==> config.mk <==
export PLATFORM = sky130hd
export DESIGN_NAME = if_id_fifo
export DESIGN_NICKNAME = d
export VERILOG_FILES = /design/src/rtl/if_id_fifo.sv
export SDC_FILE = /design/constraint.sdc
export NUM_CORES = 1
export LEC_CHECK = 0
export CAP_MARGIN = 25
export CELL_PAD_IN_SITES_DETAIL_PLACEMENT = 1
export CELL_PAD_IN_SITES_GLOBAL_PLACEMENT = 1
export CORE_MARGIN = 2
export CORE_UTILIZATION = 25
export DETAILED_ROUTE_END_ITERATION = 10
export GPL_TIMING_DRIVEN = 0
export PLACE_DENSITY_LB_ADDON = 0.1
export REMOVE_ABC_BUFFERS = 1
export SYNTH_ARGS = -nofsm -noshare
export SYNTH_HDL_FRONTEND = slang
export SYNTH_SLANG_ARGS = --single-unit
export TNS_END_PERCENT = 100
==> constraint.sdc <==
create_clock -name clk -period 6.2 [get_ports clk]
set_input_delay 1.55 -clock clk [delete_from_list [all_inputs] [get_ports clk]]
set_output_delay 1.55 -clock clk [all_outputs]
set_load 0.01 [all_outputs]
==> src/rtl/if_id_fifo.sv <==
// Fetch-to-decode instruction buffer: DEPTH-entry circular FIFO of {instr, pc}
// with valid/ready on both sides, single-cycle branch flush and NOP bubble when empty.
module if_id_fifo #(
   parameter int              ILEN      = 32,
   parameter int              XLEN      = 32,
   parameter int              DEPTH     = 2,
   parameter logic [ILEN-1:0] NOP_INSTR = {ILEN{1'b0}}
) (
   input  logic                       clk,
   input  logic                       rst,
   input  logic                       in_valid,
   input  logic [ILEN-1:0]            in_instr,
   input  logic [XLEN-1:0]            in_pc,
   output logic                       in_ready,
   input  logic                       flush,
   input  logic [XLEN-1:0]            flush_pc,
   input  logic                       out_ready,
   output logic                       out_valid,
   output logic [ILEN-1:0]            Instruction,
   output logic [XLEN-1:0]            pc_out,
   output logic [$clog2(DEPTH):0]     count,
   output logic [15:0]                flushed_cnt
);

   localparam int PW = $clog2(DEPTH);
   localparam int CW = PW + 1;
   localparam logic [CW-1:0] DEPTH_C = CW'(DEPTH);

   logic [ILEN-1:0] instr_mem [DEPTH];
   logic [XLEN-1:0] pc_mem    [DEPTH];

   logic [PW-1:0]   wr_ptr;
   logic [PW-1:0]   rd_ptr;
   logic [XLEN-1:0] pc_hold;
   logic            push;
   logic            pop;
   logic [16:0]     flush_sum;

   // Handshake flags come purely from registered state, never from out_ready.
   assign in_ready  = (count < DEPTH_C);
   assign out_valid = (count != '0);
   assign push      = in_valid && in_ready && !flush;
   assign pop       = out_valid && out_ready && !flush;
   assign flush_sum = {1'b0, flushed_cnt} + 17'(count);

   assign Instruction = out_valid ? instr_mem[rd_ptr] : NOP_INSTR;
   assign pc_out      = out_valid ? pc_mem[rd_ptr]    : pc_hold;

   // Storage is deliberately left out of reset; the pointers define validity.
   always_ff @(posedge clk) begin
      if (push) begin
         instr_mem[wr_ptr] <= in_instr;
         pc_mem[wr_ptr]    <= in_pc;
      end
   end

   always_ff @(posedge clk or posedge rst) begin
      if (rst) begin
         count       <= '0;
         wr_ptr      <= '0;
         rd_ptr      <= '0;
         pc_hold     <= '0;
         flushed_cnt <= '0;
      end else if (flush) begin
         count       <= '0;
         wr_ptr      <= '0;
         rd_ptr      <= '0;
         pc_hold     <= flush_pc;
         flushed_cnt <= flush_sum[16] ? 16'hFFFF : flush_sum[15:0];
      end else begin
         if (push) begin
            wr_ptr <= wr_ptr + PW'(1);
         end
         if (pop) begin
            rd_ptr  <= rd_ptr + PW'(1);
            pc_hold <= pc_mem[rd_ptr];
         end
         case ({push, pop})
            2'b10:   count <= count + CW'(1);
            2'b01:   count <= count - CW'(1);
            default: count <= count;
         endcase
      end
   end

endmodule

==> out/qor.csv <==
stage;metric;value;unit
run_status;status;completed;
layout;syn_to_final_growth;41.6;%
global_route;grt_pass1_vias;5803;
clock_tree;post_cts_buffers;0;
worst_setup_path;r2r_cells;7;
synth;synth_edf_count;128;
drt;drt_wl_total;21000;um
drt;drtIter0Drc;172;
timing;hold_violations;0;
clock_tree;clk_latency;430;ps
timing;setup_violations;0;
synth;synth-seq-cells;180;
drt;antenna_left;0;
worst_setup_path;crit_fanout;41;
timing;fmax;0.237;GHz
clock_tree;h-tree-depth;4;
clock_tree;cts_tree;built;
global_route;antenna_found_initial;3;
synth;ys_seq_area_frac;0.688;
worst_setup_path;setup.worst_path.end;pc_out[28];
clock_tree;cts_root_buf;clkbuf_16;
global_route;grt_pass1_wl;32900;um
clock_tree;clockBufferDepth;2;
worst_setup_path;rrSetupSlack;3530;ps
clock_tree;cts_resized;0;
power_and_ir_drop;p_leak;0.00378;uW
layout;nNetsFinal;883;
clock_tree;clk_pin_slew;70;ps
drt;viasPerCell;4.40;
power_and_ir_drop;power;3090;uW
drt;first_pass_iters;4;
place;place_inst;1150;
job;maxCapViolations;0;
timing;fin_skew;11.2;ps
place;dp_hpwl;14700;um
drt;route.detailed.drc;0;
timing;slew_headroom;0.511;
worst_setup_path;crit_type;reg -> out;
worst_setup_path;regToRegStartpoint;count[0];
global_route;grt_usage;0.139;
die;row_count;63;
layout;drive_gt1_frac;0.0833;
worst_setup_path;rr_endpoint;flushed_cnt[13];
worst_setup_path;cp.required;4650;ps
synth;ys_warn_count;0;
timing;worstMarginPinSlew;734;ps
layout;fillers;3177;
clock_tree;clock_sinks;180;
synth;synth_cell_types;38;
die;dieWidth;177;um
global_route;grt_max_degree;46;
synth;syn_area_per_cell;12.7;sq um
layout;finalNonFillerCells;1184;
die;initial_utilization;0.253;
worst_setup_path;crit_path_start_kind;flop;
timing;layout_min_cycle_time;4220;ps
place;gp_congestion;0.712;
drt;num_vias;5209;
min_path;hold_path_class;reg -> reg;
power_and_ir_drop;vdd_drop_max;0.000169;V
die;io_pins;185;
synth;syn_inst;588;
worst_setup_path;cp-end-kind;primary output;
synth;synthArstFlopShare;0.289;
die;fp.dieArea;31300;sq um
clock_tree;numCtsBuffers;17;
synth;synth_area;7480;sq um
timing;grt_setup_unrepaired;no;
die;core;29600;sq um
power_and_ir_drop;power_density;291;nW/um^2
worst_setup_path;critPathArrivalTime;2670;ps
timing;slew_viol_final;0;
clock_tree;cts_hold_buf;0;
drt;routedWlPerCell;17.7;um
worst_setup_path;crit_start;count[1];
die;die_height;177;um
timing;hold_ws;541;ps
global_route;grt-ovfl-total;0;
synth;synthFlopType;edfxtp_1;
place;numPortBuffers;184;
timing;fin_crit_sh;0.681;
## worst min path at each step
stage / start / to / slack (ps) / cells after the start
6_report: flushed_cnt[0] / flushed_cnt[0] / 540 / 2
5_1_grt: flushed_cnt[0] / flushed_cnt[0] / 590 / 2
4_1_cts: flushed_cnt[0] / flushed_cnt[0] / 540 / 2
3_5_place_dp: flushed_cnt[0] / flushed_cnt[0] / 520 / 2
3_3_place_gp: flushed_cnt[0] / flushed_cnt[0] / 520 / 2
2_1_floorplan: wr_ptr / wr_ptr / 520 / 2
## through the flow
step / util / setup TNS (ps) / worst slack, ps / area, sq um
after floorplan: - / -76520 / -792 / 7320
after global placement: 0.327 / -1026740 / -7640 / 9650
after detailed placement: 0.338 / 0 / 2350 / 10000
after CTS: 0.358 / 0 / 1900 / 10600
after global routing: 0.358 / 0 / 1780 / 10600
final: 0.358 / 0 / 1980 / 10600
## final cells by class
class	count	area, sq um	share of cell area
Multi-Input combinational cell	369	2180	0.206
Inverter	6	22.5	0.00213
Clock buffer	18	429	0.0405
Antenna cell	2	5.00	0.000472
Tap cell	390	488	0.0461
Timing Repair Buffer	205	2150	0.203
Clock inverter	14	163	0.0154
Sequential cell	180	5150	0.486
## power by group
part	switching, uW	internal [uW]
registers	62.3	1370
logic	271	293
clock network	543	544
total	876	2210
## metal layers
layer	GRT usage	vias to the layer above	part of all wire
met1	0.160	2588	0.41
li1	-	2483	-
met2	0.244	120	0.51
met4	0.0393	2	0.012
met3	0.0468	16	0.070
met5	0	-	0.00062
## registers in the layout, indices dropped and copies added, names as in the netlist
register     count
rd_ptr           1
wr_ptr           1
count            2
pc_hold         32
flushed_cnt     16
instr_mem       64
pc_mem          64
## layout by cell type, fill, tap and decap left out, types with 2 or more instances in the layout
| master | count |
|---|---|
| a21oi_1 | 68 |
| buf_12 | 5 |
| buf_16 | 2 |
| buf_6 | 13 |
| clkbuf_16 | 17 |
| clkdlybuf4s50_1 | 183 |
| clkinv_4 | 3 |
| clkinv_8 | 4 |
| dfrtp_1 | 51 |
| diode_2 | 2 |
| edfxtp_1 | 128 |
| ha_1 | 2 |
| inv_1 | 4 |
| inv_2 | 2 |
| inv_6 | 3 |
| inv_8 | 4 |
| mux2i_1 | 65 |
| nand2_1 | 49 |
| nand3_1 | 5 |
| nand4_1 | 2 |
| nand4_4 | 2 |
| nor2_1 | 105 |
| nor2b_1 | 2 |
| nor3_1 | 3 |
| nor3_2 | 2 |
| nor4_1 | 2 |
| o21ai_0 | 34 |
| xnor2_1 | 8 |
| xor2_1 | 3 |
## critical path: stages, from the launching register on
cell and delay [ps]:
dfrtp_1 580, nor2_4 130, inv_2 380, buf_12 280
nor2_1 70, a21oi_1 150, clkdlybuf4s50_1 640
## cell families after synthesis
kind of cell,Yosys count,synth area share
compound gates,109,0.0764
mux,66,0.0885
buf+inv,39,0.0241
flops,180,0.688
xor+xnor,11,0.0129
fa+ha+maj,3,0.00602
simple gates,180,0.104
## cells in the mapped netlist (3+ instances only)
master	instances	area, sq um
a21oi_1	68	340
buf_1	3	11.3
buf_2	12	60.1
buf_4	3	22.5
clkbuf_1	14	52.6
dfrtp_1	52	1300
edfxtp_1	128	3840
inv_1	6	22.5
mux2i_1	65	651
nand2_1	49	184
nand3_1	5	25.0
nor2_1	106	398
nor3_1	4	20.0
o21ai_0	35	175
xnor2_1	8	70.1
xor2_1	3	26.3
Note: power is estimated with default switching activity, not from simulation.
